<file path="src/rtl/alu_share_arbiter_pkg.sv">
// rtl/alu_share_arbiter_pkg.sv - ALU op codes and width helper shared by the arbiter and its bench
package alu_share_arbiter_pkg;

  localparam logic [3:0] ALU_AND = 4'b0000;
  localparam logic [3:0] ALU_OR  = 4'b0001;
  localparam logic [3:0] ALU_ADD = 4'b0010;
  localparam logic [3:0] ALU_BNE = 4'b0011;
  localparam logic [3:0] ALU_SUB = 4'b0110;
  localparam logic [3:0] ALU_SLT = 4'b0111;
  localparam logic [3:0] ALU_NOR = 4'b1000;
  localparam logic [3:0] ALU_XOR = 4'b1001;
  localparam logic [3:0] ALU_SLL = 4'b1010;
  localparam logic [3:0] ALU_SRA = 4'b1011;
  localparam logic [3:0] ALU_SRL = 4'b1100;

  // Requester index width; a single requester still needs a 1-bit id.
  function automatic int id_width(input int n);
    return (n > 1) ? $clog2(n) : 1;
  endfunction

endpackage

</file>
<file path="src/rtl/alu_share_arbiter_if.sv">
// rtl/alu_share_arbiter_if.sv - requester and response handshake bundle
interface alu_share_arbiter_if
  import alu_share_arbiter_pkg::*;
#(
  parameter int NUM_REQ = 2,
  parameter int TAG_W   = 4,
  parameter int ID_W    = id_width(NUM_REQ)
);

  logic [NUM_REQ-1:0]       req_valid;
  logic [NUM_REQ-1:0]       req_ready;
  logic [4*NUM_REQ-1:0]     req_ctrl;
  logic [32*NUM_REQ-1:0]    req_in_0;
  logic [32*NUM_REQ-1:0]    req_in_1;
  logic [TAG_W*NUM_REQ-1:0] req_tag;
  logic                     rsp_valid;
  logic                     rsp_ready;
  logic [ID_W-1:0]          rsp_id;
  logic [TAG_W-1:0]         rsp_tag;
  logic [31:0]              rsp_result;
  logic                     rsp_zero;

  // Requesters and response consumer side.
  modport master (
    output req_valid, req_ctrl, req_in_0, req_in_1, req_tag, rsp_ready,
    input  req_ready, rsp_valid, rsp_id, rsp_tag, rsp_result, rsp_zero
  );

  // Arbiter side.
  modport slave (
    input  req_valid, req_ctrl, req_in_0, req_in_1, req_tag, rsp_ready,
    output req_ready, rsp_valid, rsp_id, rsp_tag, rsp_result, rsp_zero
  );

endinterface

</file>
<file path="src/rtl/alu_share_arbiter_rr_pick.sv">
// rtl/alu_share_arbiter_rr_pick.sv - combinational round-robin picker starting at ptr
module rr_pick #(
  parameter int N  = 2,
  parameter int IW = 1
) (
  input  logic [N-1:0]  req_i,
  input  logic [IW-1:0] ptr_i,
  output logic [N-1:0]  grant_oh_o,
  output logic [IW-1:0] grant_idx_o,
  output logic          any_o
);

  int idx;

  // Walk ptr, ptr+1, ... (mod N) and take the first active request.
  always_comb begin
    grant_oh_o  = '0;
    grant_idx_o = '0;
    any_o       = 1'b0;
    idx         = 0;
    for (int k = 0; k < N; k++) begin
      idx = int'(ptr_i) + k;
      if (idx >= N) idx = idx - N;
      if (!any_o && req_i[idx]) begin
        any_o           = 1'b1;
        grant_idx_o     = IW'(idx);
        grant_oh_o[idx] = 1'b1;
      end
    end
  end

endmodule

</file>
<file path="src/rtl/alu_share_arbiter.sv">
// rtl/alu_share_arbiter.sv - round-robin share of one combinational ALU with a single response slot
module alu_share_arbiter
  import alu_share_arbiter_pkg::*;
#(
  parameter int NUM_REQ = 2,
  parameter int TAG_W   = 4
) (
  input  logic                 clk,
  input  logic                 rst,
  alu_share_arbiter_if.slave   bus,
  output logic [3:0]           alu_ctrl_o,
  output logic [31:0]          alu_in_0_o,
  output logic [31:0]          alu_in_1_o,
  input  logic [31:0]          alu_result_i,
  input  logic                 alu_zero_i
);

  localparam int ID_W = id_width(NUM_REQ);

  logic [ID_W-1:0]    ptr_q, ptr_d;
  logic               rsp_valid_q;
  logic [ID_W-1:0]    rsp_id_q;
  logic [TAG_W-1:0]   rsp_tag_q;
  logic [31:0]        rsp_result_q;
  logic               rsp_zero_q;

  logic [NUM_REQ-1:0] grant_oh;
  logic [ID_W-1:0]    grant_idx;
  logic               any_req;
  logic               slot_free;
  logic               transfer;
  logic [ID_W-1:0]    sel;
  int                 sel_int;

  rr_pick #(.N(NUM_REQ), .IW(ID_W)) u_pick (
    .req_i       (bus.req_valid),
    .ptr_i       (ptr_q),
    .grant_oh_o  (grant_oh),
    .grant_idx_o (grant_idx),
    .any_o       (any_req)
  );

  assign slot_free     = !rsp_valid_q || bus.rsp_ready;
  assign bus.req_ready = (slot_free && !rst) ? grant_oh : '0;
  assign transfer      = any_req && slot_free && !rst;

  // Operand mux: the granted requester on a transfer, otherwise the pointer slice.
  always_comb begin
    sel        = transfer ? grant_idx : ptr_q;
    sel_int    = int'(sel);
    alu_ctrl_o = bus.req_ctrl[sel_int*4 +: 4];
    alu_in_0_o = bus.req_in_0[sel_int*32 +: 32];
    alu_in_1_o = bus.req_in_1[sel_int*32 +: 32];
  end

  // Next pointer: one past the granted requester, wrapping to 0.
  always_comb begin
    ptr_d = ptr_q;
    if (transfer) begin
      ptr_d = (grant_idx == ID_W'(NUM_REQ - 1)) ? '0 : grant_idx + 1'b1;
    end
  end

  // Round-robin pointer register.
  always_ff @(posedge clk or posedge rst) begin
    if (rst) ptr_q <= '0;
    else     ptr_q <= ptr_d;
  end

  // Response slot: load on transfer (drain+refill keeps valid), clear on drain only.
  always_ff @(posedge clk or posedge rst) begin
    if (rst) begin
      rsp_valid_q  <= 1'b0;
      rsp_id_q     <= '0;
      rsp_tag_q    <= '0;
      rsp_result_q <= '0;
      rsp_zero_q   <= 1'b0;
    end else if (transfer) begin
      rsp_valid_q  <= 1'b1;
      rsp_id_q     <= grant_idx;
      rsp_tag_q    <= bus.req_tag[int'(grant_idx)*TAG_W +: TAG_W];
      rsp_result_q <= alu_result_i;
      rsp_zero_q   <= alu_zero_i;
    end else if (bus.rsp_ready) begin
      rsp_valid_q  <= 1'b0;
    end
  end

  assign bus.rsp_valid  = rsp_valid_q;
  assign bus.rsp_id     = rsp_id_q;
  assign bus.rsp_tag    = rsp_tag_q;
  assign bus.rsp_result = rsp_result_q;
  assign bus.rsp_zero   = rsp_zero_q;

endmodule

</file>
<file path="src/flat_wrapper.sv">
// flat-port wrapper written by rule: the top's interface ports become plain ports
module alu_share_arbiter_flat import alu_share_arbiter_pkg::*;
#(
  parameter int NUM_REQ = 2,
  parameter int TAG_W   = 4
)
  (clk, rst, alu_ctrl_o, alu_in_0_o, alu_in_1_o, alu_result_i, alu_zero_i, bus_req_valid, bus_req_ctrl, bus_req_in_0, bus_req_in_1, bus_req_tag, bus_rsp_ready, bus_req_ready, bus_rsp_valid, bus_rsp_id, bus_rsp_tag, bus_rsp_result, bus_rsp_zero);
  alu_share_arbiter_if #(.NUM_REQ(NUM_REQ), .TAG_W(TAG_W)) bus_i ();
  input  logic clk;
  input  logic rst;
  output logic [3:0] alu_ctrl_o;
  output logic [31:0] alu_in_0_o;
  output logic [31:0] alu_in_1_o;
  input  logic [31:0] alu_result_i;
  input  logic alu_zero_i;
  input wire logic [$bits(bus_i.req_valid)-1:0] bus_req_valid;
  input wire logic [$bits(bus_i.req_ctrl)-1:0] bus_req_ctrl;
  input wire logic [$bits(bus_i.req_in_0)-1:0] bus_req_in_0;
  input wire logic [$bits(bus_i.req_in_1)-1:0] bus_req_in_1;
  input wire logic [$bits(bus_i.req_tag)-1:0] bus_req_tag;
  input wire logic [$bits(bus_i.rsp_ready)-1:0] bus_rsp_ready;
  output wire logic [$bits(bus_i.req_ready)-1:0] bus_req_ready;
  output wire logic [$bits(bus_i.rsp_valid)-1:0] bus_rsp_valid;
  output wire logic [$bits(bus_i.rsp_id)-1:0] bus_rsp_id;
  output wire logic [$bits(bus_i.rsp_tag)-1:0] bus_rsp_tag;
  output wire logic [$bits(bus_i.rsp_result)-1:0] bus_rsp_result;
  output wire logic [$bits(bus_i.rsp_zero)-1:0] bus_rsp_zero;
  assign bus_i.req_valid = bus_req_valid;
  assign bus_i.req_ctrl = bus_req_ctrl;
  assign bus_i.req_in_0 = bus_req_in_0;
  assign bus_i.req_in_1 = bus_req_in_1;
  assign bus_i.req_tag = bus_req_tag;
  assign bus_i.rsp_ready = bus_rsp_ready;
  assign bus_req_ready = bus_i.req_ready;
  assign bus_rsp_valid = bus_i.rsp_valid;
  assign bus_rsp_id = bus_i.rsp_id;
  assign bus_rsp_tag = bus_i.rsp_tag;
  assign bus_rsp_result = bus_i.rsp_result;
  assign bus_rsp_zero = bus_i.rsp_zero;
  alu_share_arbiter #(.NUM_REQ(NUM_REQ), .TAG_W(TAG_W)) u_core (.clk(clk), .rst(rst), .bus(bus_i), .alu_ctrl_o(alu_ctrl_o), .alu_in_0_o(alu_in_0_o), .alu_in_1_o(alu_in_1_o), .alu_result_i(alu_result_i), .alu_zero_i(alu_zero_i));
endmodule
</file>
<file path="config.mk">
export PLATFORM = sky130hd
export DESIGN_NAME = alu_share_arbiter_flat
export DESIGN_NICKNAME = d
export VERILOG_FILES = /design/src/rtl/alu_share_arbiter_pkg.sv /design/src/rtl/alu_share_arbiter_if.sv /design/src/rtl/alu_share_arbiter_rr_pick.sv /design/src/rtl/alu_share_arbiter.sv /design/src/flat_wrapper.sv
export SDC_FILE = /design/constraint.sdc
export NUM_CORES = 1
export LEC_CHECK = 0
export CORE_AREA = 2 2 113 115
export DETAILED_ROUTE_END_ITERATION = 10
export DIE_AREA = 0 0 115 117
export GPL_TIMING_DRIVEN = 0
export PLACE_DENSITY = 0.76
export SETUP_SLACK_MARGIN = 0.5
export SLEW_MARGIN = 10
export SYNTH_ARGS = -nofsm -noshare
export SYNTH_HDL_FRONTEND = slang
export SYNTH_SLANG_ARGS = --single-unit
</file>
<file path="constraint.sdc">
create_clock -name clk -period 2.1 [get_ports clk]
set_clock_uncertainty 0.2 [all_clocks]
set_input_delay 0.42 -clock clk [delete_from_list [all_inputs] [get_ports clk]]
set_output_delay 0.42 -clock clk [all_outputs]
set_load 0.01 [all_outputs]
</file>
---- Word-level counts from Yosys, hierarchy flattened ----
Cells that the tools add are included.
Widths: inputs -> output; s select.
operators by class
  multiplexer cells ....................... 23
  shift operators ......................... 4
  bitwise gates (word level) .............. 1
  reductions and logical operators ........ 11
  $add $sub $neg .......................... 4
  order comparisons ....................... 6
operators with widths
  operator             count
  $shiftx 64x7->32     2
  $ge 32x1->1 const B  2
  $lt 32x3->1 const B  2
  $mux 32              2
  $mux 1               16
  $shiftx 8x4->4       2
  $logic_and 1x1->1    6
  $mux 2               3
  $logic_not 1->1      3
  $sub 1x2->3 const B  1
  $sub 2x2->3 const B  1
  $add 1x1->2 const B  1
  $demux 1 s1          2
  $ge 1x2->1 const B   1
  $ge 2x2->1 const B   1
  $or 2x2->2           1
  $reduce_bool 2->1    1
  $add 1x1->1 const B  1
  $logic_or 1x1->1     1
storage, ports and cells
  output and inout bits ................... 109
  input bits .............................. 182
  register bits ........................... 40

---- Logic depth before layout (Yosys ltp) ----
Gate-level depths: netlist of the first run.
  depth in word-level cells ............... 13
  mapped depth ............................ 6
  mapped depth without buffers ............ 4

---- Hierarchy ----
Synthesis of the first run repeated with hierarchy kept, for this count alone.
second synthesis, totals
  cell total of the unflattened synthesis .. 584
  area, all modules ....................... 4588.2 sq um
modules (own cells, without submodules)
  module             sequential area each (sq um)  area each (sq um)  times used  cells each
  alu_share_arbiter  1001.0                        4555.6             1           579
  rr_pick            0.0                           32.5               1           5

---- Worst setup path before layout of the first run ----
OpenSTA, ideal clock, no wires.
  path kind ............................... flip-flop to output port
  start ................................... register u_core.rsp_valid_q, in the netlist u_core.bus.rsp_valid
  end ..................................... output port alu_ctrl_o[0]
  arrival ................................. 1676 ps
  required time ........................... 1480 ps
  stages on the path, launching flop included .. 7
  path slack .............................. -196 ps
  cell sequence ........................... dfrtp_1 -> nor2b_4 -> o31a_1 -> o22ai_2 -> buf_6 -> buf_6 -> mux2_1
on the way
  word-level cells in the longest chain between the ends .. 6
ends and longest elaborated chain
  item                            RTL line                 RTL
  start: declaration              alu_share_arbiter.sv:21  logic rsp_valid_q;
  start signal: assignment        alu_share_arbiter.sv:73  rsp_valid_q <= 1'b0;
  start signal: assignment        alu_share_arbiter.sv:79  rsp_valid_q <= 1'b1;
  start signal: assignment        alu_share_arbiter.sv:85  rsp_valid_q <= 1'b0;
  $logic_not 1->1                 alu_share_arbiter.sv:43  assign slot_free = !rsp_valid_q || bus.rsp_ready;
  $logic_or 1x1->1                alu_share_arbiter.sv:43
  $logic_and 1x1->1 (2 in a row)  alu_share_arbiter.sv:45  assign transfer = any_req && slot_free && !rst;
  $mux 1                          alu_share_arbiter.sv:49  sel = transfer ? grant_idx : ptr_q;
  $shiftx 8x4->4                  alu_share_arbiter.sv:51  alu_ctrl_o = bus.req_ctrl[sel_int*4 +: 4];
  end: declaration                flat_wrapper.sv:11       output logic [3:0] alu_ctrl_o;
No other way between the ends.

---- Final worst setup path of the first run ----
  start ................................... register u_core.rsp_valid_q, in the netlist u_core.bus.rsp_valid
  end ..................................... output port alu_in_0_o[15]
on the way
  word-level cells in the longest chain between the ends .. 6
ends and longest elaborated chain
  item                            RTL line                 RTL
  $logic_not 1->1                 alu_share_arbiter.sv:43
  $logic_or 1x1->1                alu_share_arbiter.sv:43
  $logic_and 1x1->1 (2 in a row)  alu_share_arbiter.sv:45
  $mux 1                          alu_share_arbiter.sv:49
  $shiftx 64x7->32                alu_share_arbiter.sv:52  alu_in_0_o = bus.req_in_0[sel_int*32 +: 32];
  end: declaration                flat_wrapper.sv:12       output logic [31:0] alu_in_0_o;
No other way between the ends.

==> results.txt, run 1 <==
----------------------------------------------------
[Clock network]
  Clock-pin transition on the worst setup and hold timing paths ... around 0.060 ns
  H-tree depth reported by CTS ... 2
  Clock net sink count ... 40
  Source-to-sink clock delay at the later pin of the worst-skew pair ... around 0.28 ns
  Largest buffer count on any clock path ... 2
  Total clock buffers created by CTS ... 5
  CTS Root Cell ... clkbuf_16
  CTS tree ... built

[Yosys]
  Net count after synthesis ... 428
  Instance count of the mapped netlist ... ~250
  Share of Yosys cell area claimed by the top area cell type ... between 40 and 50%
  Register area share after synthesis ... between 40 and 50%
  Leading cell types by total area after synthesis ... dfrtp_1, mux2_2, nand2_1, mux2_1, buf_6
  Syn avg cell area ... between 9 and 10 um2
  Cell variety after synth ... 26
  Mapped Area ... roughly 0.0024 mm2
  Biggest area consumer among synthesized cells ... dfrtp_1
  Yosys synthesis warning count ... 0
  Post-synthesis register bit count ... 40

[GRT]
  Overall routing resource usage ... between 15 and 20%
  Vias in the first global route ... roughly 3.5k
  Antenna violations before repair ... 3
  Largest net degree at the start of global routing ... 36
  Total overflow reported by the global router ... 0
  Global-route wire length before repair ... between 15 and 20 mm

[Critical path]
  Worst Setup Start Kind ... flop
  Critical path class ... flop to primary output
  Reg-to-reg setup timing slack ... -0.40 ns
  Crit path arrival time ... roughly 2.1 ns
  Required @ worst endpoint ... between 1 and 1.5 ns
  Maximum fanout along the worst path ... 6
  Type of element capturing the critical path ... primary output

[Run status]
  Outcome ... complete, but fails checks
  Failing checks ... setup timing

[Drt]
  Detailed-router iteration count before antenna repair ... 4
  Post-detailed-route count of antenna-violating nets ... 0
  Wirelength, routed ... about 13 mm
  Vias post-DR ... roughly 3.2k
  Vias/cell ... 4.36
  Final routed DRC violation total ... 0
  Number of violations reported at the end of detailed-routing iteration 0 ... 75
  Average wire length per cell after detail routing ... ~18 um

[Power]
  Leak pwr ... between 3 and 4 nW
  Peak supply drop ... 584 uV
  Areal power density over the cells ... 625 mW/mm2

[Finish]
  Number of standard cells in the layout, taps in and fillers out ... 745
  Layout cell share with drive strength beyond 1 ... 45.2%
  Multi-input gate area ... ~0.0017 mm2
  # nets final ... a little under 800
  Final core utilization ... between 50% and 60%
  Flip-flop and latch area ... about 0.0010 mm2
  Commonest cells after routing, fill and taps aside ... clkdlybuf4s50_1, buf_6, nand2_1
  Fillers ... between 1k and 1.5k
  Layout-stage area growth over the synthesis result ... 183%
  Commonest non-fill, non-tap cell in the layout ... clkdlybuf4s50_1

[Placement]
  Buffers on Ports ... a little under 300
  Placed Instances ... between 600 and 700
  Final weighted congestion of routability-driven global placement ... roughly 0.75
  Hpwl dp ... between 10 and 15 mm

[Worst hold path]
  Class of the most critical hold timing path ... flop to flop

[Floorplanning]
  Standard-cell row count ... 41
  Height of the die ... ~120 um
  Starting utilization of the core area ... approximately a fifth
  Core box area ... about 0.012 mm2
  Die Footprint ... between 0.01 and 0.015 mm2
  Count of boundary I/O pins ... roughly 290
  Die width ... 115 um

[STA]
  Relative max-transition margin ... 81.1%
  Final period utilization ... 132%
  RSZ-0062 raised after global routing ... yes
  Slew Viols, Final ... 0
  Clock period minus worst slack ... roughly 2.8 ns
  Final worst slack ... -0.663 ns
  Actual slew at the worst max-slew pin ... approximately 0.28 ns
  Hold Fails Final Rpt ... 0
  Finish-stage setup viols ... 110
  Highest clock rate ... between 300 and 400 MHz

[Flow run]
  Maximum capacitance violations ... 0

----------------------------------------------------
==> worst paths after layout <==
kind                                                        from                                    end  cells after the start
hold reg to reg            u_core.bus.rsp_result[19]$_DFFE_PP0P_  u_core.bus.rsp_result[19]$_DFFE_PP0P_                      2
hold / removal             u_core.bus.rsp_result[19]$_DFFE_PP0P_  u_core.bus.rsp_result[19]$_DFFE_PP0P_                      2
min in group asynchronous                                    rst  u_core.bus.rsp_result[22]$_DFFE_PP0P_                      3
setup / recovery                u_core.bus.rsp_valid$_DFFE_PP0P_                         alu_in_0_o[15]                      9
setup reg to reg                u_core.bus.rsp_valid$_DFFE_PP0P_      u_core.bus.rsp_tag[0]$_DFFE_PP0P_                     12
max in group asynchronous                                    rst  u_core.bus.rsp_result[13]$_DFFE_PP0P_                      4
==> power breakdown <==
group / switching (mW) / internal, mW / total, mW
clock network: 0.314 / 0.558 / 0.873
registers: 0.105 / 0.901 / 1.01
logic: 0.861 / 1.53 / 2.39
total: 1.28 / 2.98 / 4.27
==> state kept, by name (all words and copies together), names as in the netlist <==
register	cells
u_core.bus.rsp_result	32
u_core.bus.rsp_zero	1
u_core.bus.rsp_valid	1
u_core.ptr_q	1
u_core.bus.rsp_id	1
u_core.bus.rsp_tag	4
==> critical path: stages, from the launching register on <==
cell and delay [ns]:
dfrtp_1 0.38, nor2b_4 0.14, o31a_1 0.27, o22ai_4 0.13
buf_12 0.14, buf_12 0.13, buf_8 0.12, buf_8 0.12
mux2_4 0.30, buf_6 0.12
==> cell families after synthesis <==
family	after synthesis	share of synthesized area (%)
AO/OA/AOI/OAI	10	3.78
multiplexers	69	32.1
AND/OR/NAND/NOR	111	18.5
flip-flops	40	41.5
buffers and inverters	16	4.09
==> area by class of cell <==
type	instances	share of cell area (%)
clock buffers	5	1.83
well taps	150	2.75
repair buffers	339	51.6
diodes	2	0.0733
inverters	2	0.110
plain buffers	14	3.02
multi-input cells	190	25.3
clock inverters	3	0.623
flip-flops and latches	40	14.7
==> metrics by stage <==
stage | instance area (um2) | worst slack [ns] | hold WS, ns | power (mW) | setup TNS (ns)
after floorplan | 2510 | -0.146 | 0.307 | 1.74 | -5.98
after global placement | 5600 | -1.36 | 0.259 | 2.82 | -113.66
after detailed placement | 5620 | -1.38 | 0.267 | 2.85 | -97.88
after CTS | 6370 | -0.836 | 0.0691 | 3.95 | -60.01
after global routing | 6820 | -0.735 | 0.297 | 4.45 | -62.86
final | 6830 | -0.663 | 0.273 | 4.27 | -55.80
==> repair_timing <==
item / in CTS / in global routing
resized for setup: 384 / 195
hold endpoints to repair: 0 / 5
pin swaps: 16 / 23
buffers inserted: 32 / 6
cloned: 6 / 3
setup endpoints to repair: 149 / 129
hold buffers: 0 / 1
==> cells in the mapped netlist <==
| master | instances |
|---|---|
| inv_2 | 1 |
| buf_6 | 3 |
| nor2_1 | 2 |
| a221o_1 | 3 |
| o22ai_2 | 1 |
| buf_2 | 1 |
| nand2_1 | 100 |
| o21ai_0 | 1 |
| a21o_1 | 2 |
| mux2i_1 | 1 |
| dfrtp_1 | 40 |
| mux2_2 | 48 |
| o31a_1 | 1 |
| buf_1 | 3 |
| nor2b_4 | 1 |
| a2111oi_2 | 1 |
| mux2_1 | 20 |
| a21oi_1 | 1 |
| clkbuf_1 | 3 |
| buf_4 | 4 |
| or3_1 | 1 |
| nor3_2 | 1 |
| nand2b_1 | 1 |
| and2_0 | 3 |
| nor3_1 | 2 |
| inv_1 | 1 |
==> routing by layer <==
| layer | vias up | wire length, um | GRT usage, % |
|---|---|---|---|
| met4 | 2 | 165 | 3.86 |
| met3 | 19 | 1320 | 5.87 |
| li1 | 1519 | - | - |
| met2 | 178 | 7170 | 32.7 |
| met5 | - | 16 | 0 |
| met1 | 1530 | 4780 | 19.7 |
Power figures use the tool's default switching activity.
==> run 2, diff against run 1 <==
ABC_AREA = 1   (was unset)
CELL_PAD_IN_SITES_DETAIL_PLACEMENT = 0   (was unset)
CELL_PAD_IN_SITES_GLOBAL_PLACEMENT = 1   (was unset)
CORE_AREA = unset   (was 2 2 113 115)
CORE_UTILIZATION = 15   (was unset)
CTS_CLUSTER_DIAMETER = 40   (was unset)
DIE_AREA = unset   (was 0 0 115 117)
PLACE_DENSITY = 0.85   (was 0.76)
==> results.txt, run 2 <==
----------------------------------------------------
[Run status]
  Outcome ... complete, but fails checks
  Failing checks ... hold timing, setup timing

[Finish]
  Commonest non-fill, non-tap cell in the layout ... nand2_1
  Fillers ... 1806 (+69%)
  Cell area after layout ... 0.00724 mm2 (+6.0%)
  Layout-stage area growth over the synthesis result ... 167%
  # nets final ... 951 (+23%)
  Multi-input gate area ... 0.00192 mm2 (+11%)
  Commonest cells after routing, fill and taps aside ... nand2_1, clkdlybuf4s50_1, nand3_1
  Number of flip-flops in the largest register ... 32 (unchanged)
  Number of antenna cells inserted ... 0 (-2)
  Layout cell share with drive strength beyond 1 ... 32.5% (-13 points)
  Flip-flop and latch area ... 0.00100 mm2 (+0.12%)

[STA]
  Hold Fails Final Rpt ... 8 (+8)
  Final worst slack ... -0.215 ns (+0.448 ns)
  Slew Viols, Final ... 0 (unchanged)
  Highest clock rate ... 432 MHz (+19%)
  Post-route worst hold slack ... -0.00223 ns (-0.276 ns)
  RSZ-0062 raised after global routing ... yes
  Clock period minus worst slack ... 2.32 ns (-0.448 ns)
  Relative max-transition margin ... 33.3% (-48 points)
  Finish-stage setup viols ... 69 (-37%)
  Actual slew at the worst max-slew pin ... 0.996 ns (+0.712 ns)
  Final period utilization ... 110% (-21 points)

[Clock network]
  Largest buffer count on any clock path ... 2 (unchanged)
  Clock-pin transition on the worst setup and hold timing paths ... 0.06 ns (about the same)
  Total clock buffers created by CTS ... 5 (unchanged)
  CTS Root Cell ... clkbuf_16
  H-tree depth reported by CTS ... 2 (unchanged)
  CTS tree ... built
  Clock net sink count ... 40 (unchanged)
  Source-to-sink clock delay at the later pin of the worst-skew pair ... 0.28 ns (about the same)

[Drt]
  Wirelength, routed ... 15.9 mm (+18%)
  Number of violations reported at the end of detailed-routing iteration 0 ... 117 (+56%)
  Vias/cell ... 4.24 (-2.7%)
  Detailed-router iteration count before antenna repair ... 4 (unchanged)
  Final routed DRC violation total ... 0 (unchanged)
  Post-detailed-route count of antenna-violating nets ... 0 (unchanged)
  Vias post-DR ... 4222 (+30%)
  Average wire length per cell after detail routing ... 16.0 um (-11%)

[GRT]
  Overall routing resource usage ... 15.2% (-2.4 points)
  Antenna violations before repair ... 0 (-3)
  Total overflow reported by the global router ... 0 (unchanged)
  Global-route wire length before repair ... 21.7 mm (+18%)
  Largest net degree at the start of global routing ... 22 (-39%)
  Vias in the first global route ... 3957 (+14%)

[Placement]
  Final weighted congestion of routability-driven global placement ... 0.764 (+2.0%)
  Hpwl dp ... 11.3 mm (+12%)
  Setup slack at placement ... -2.33 ns (-0.949 ns)
  Buffers on Ports ... 290 (unchanged)
  Standard cell area after detailed placement ... 0.00594 mm2 (+5.7%)

[Yosys]
  Share of Yosys cell area claimed by the top area cell type ... 36.9% (-4.5 points)
  Register area share after synthesis ... 36.9% (-4.5 points)
  Most common cell in the netlist ... nand2_1
  Cell variety after synth ... 14 (-46%)
  Yosys synthesis warning count ... 0 (unchanged)
  Post-synth EDFFs ... 0 (unchanged)
  Leading cell types by total area after synthesis ... dfrtp_1, nand2_1, nand3_1, buf_2, buf_6
  Biggest area consumer among synthesized cells ... dfrtp_1
  Syn avg cell area ... 6.36 um2 (-35%)
  Post-synthesis register bit count ... 40 (unchanged)
  Mapped Area ... 0.00271 mm2 (+12%)
  Commonest cells post-synth ... nand2_1, nand3_1, dfrtp_1
  Main synth FF type ... dfrtp_1
  Instance count of the mapped netlist ... 426 (+73%)
  Share of synthesized registers carrying an async set or reset ... 100% (unchanged)
  Net count after synthesis ... 608 (+42%)

[Critical path]
  Logic depth of the worst register-to-register path ... 9 (-3)
  Critical path class ... primary input to primary output
  Worst Setup Start Kind ... primary input
  Startpoint of the worst register-to-register path ... u_core.bus.rsp_valid$_DFFE_PP0P_
  Crit path arrival time ... 1.70 ns (-0.44 ns)
  Maximum fanout along the worst path ... 6 (unchanged)
  Worst reg2reg path endpoint ... u_core.bus.rsp_result[22]$_DFFE_PP0P_
  Required @ worst endpoint ... 1.48 ns (about the same)
  Type of element capturing the critical path ... primary output
  Reg-to-reg setup timing slack ... 0.29 ns (+0.69 ns)

[Floorplanning]
  Count of boundary I/O pins ... 291 (unchanged)
  Standard-cell row count ... 48 (+17%)
  Die Footprint ... 0.0186 mm2 (+38%)
  Height of the die ... 136 um (+17%)
  Core box area ... 0.0175 mm2 (+42%)
  Die width ... 136 um (+19%)
  Starting utilization of the core area ... 15.5% (-4.1 points)

[Worst hold path]
  Class of the most critical hold timing path ... primary input to async pin

[Power]
  Leak pwr ... 3.59 nW (+9.4%)
  Areal power density over the cells ... 615 mW/mm2 (-1.5%)
  Peak supply drop ... 485 uV (-17%)
  Power Total ... 4.45 mW (+4.4%)

[Flow run]
  Maximum capacitance violations ... 0 (unchanged)

----------------------------------------------------
==> run 2: cell types whose count changed after synthesis, moves of 4 or more <==
cell / change
buf_2: +24
mux2_2: -48
nand3_1: +137
nand2_1: +97
inv_1: +7
mux2_1: -20
buf_4: -4
==> run 2: cell type report <==
cell class / count / share of cell area (%)
timing repair buffer: 334 / 45.4
multi-input combinational: 341 / 26.5
sequential: 40 / 13.9
buffer: 35 / 6.88
tap: 225 / 3.89
clock buffer: 7 / 2.11
inverter: 10 / 0.813
clock inverter: 1 / 0.415
timing repair inverter: 2 / 0.138
==> run 2: report_power, final <==
| part | internal, mW | switching [mW] |
|---|---|---|
| logic | 1.39 | 1.16 |
| clock network | 0.626 | 0.305 |
| registers | 0.901 | 0.0725 |
| total | 2.91 | 1.54 |
==> run 2: timing repair <==
action,in CTS,in global routing
buffers inserted,23,6
hold buffers,0,0
setup endpoints to repair,149,128
cloned,7,10
endpoints found under the hold margin,0,0
resized for setup,450,122
pin swaps,20,44
==> run 2: worst max-delay path by stage <==
stage	to	cells after the start	start
after floorplan	alu_ctrl_o[1]	5	rst
after global placement	alu_in_1_o[11]	7	rst
after detailed placement	alu_in_1_o[11]	7	rst
after CTS	alu_in_1_o[30]	8	u_core.bus.rsp_valid$_DFFE_PP0P_
after global routing	alu_in_1_o[3]	9	u_core.bus.rsp_valid$_DFFE_PP0P_
final	alu_in_0_o[26]	11	bus_req_valid[1]
==> run 2: cells by family after synthesis <==
kind of cell | Yosys count | share of synthesized area, %
AOI/OAI and AO/OA | 3 | 0.692
and+or+nand+nor | 338 | 53.6
buffers and inverters | 45 | 8.77
DFF | 40 | 36.9
==> run 2: worst max-delay path, cell delays in order <==
cell and delay [ns]:
clkdlybuf4s15_2 0.21, inv_2 0.09, nand2_2 0.07, nand3_4 0.15
nand2_8 0.10, buf_12 0.15, buf_12 0.12, buf_16 0.13
nand3_2 0.05, nand2_2 0.07, buf_6 0.12
==> run 2: per-stage QoR <==
step / hold slack (ns) / setup TNS [ns] / util [%] / cells
3_5_place_dp: 0.264 / -188.47 / 34.0 / 941
6_report: -0.00223 / -11.91 / 41.4 / 995
4_1_cts: 0.00987 / -10.05 / 37.7 / 979
2_1_floorplan: 0.219 / -25.63 / - / 426
5_1_grt: 0.0285 / -16.42 / 41.4 / 995
3_3_place_gp: 0.261 / -192.37 / 34.0 / 941
==> run 2: metal layers <==
metal | GRT usage (%) | routed length [um] | part of all wire, %
met1 | 18.1 | 6260 | 39
met5 | 0 | 0 | 0
met4 | 2.90 | 371 | 2.3
met2 | 27.4 | 7830 | 49
met3 | 3.99 | 1480 | 9.3
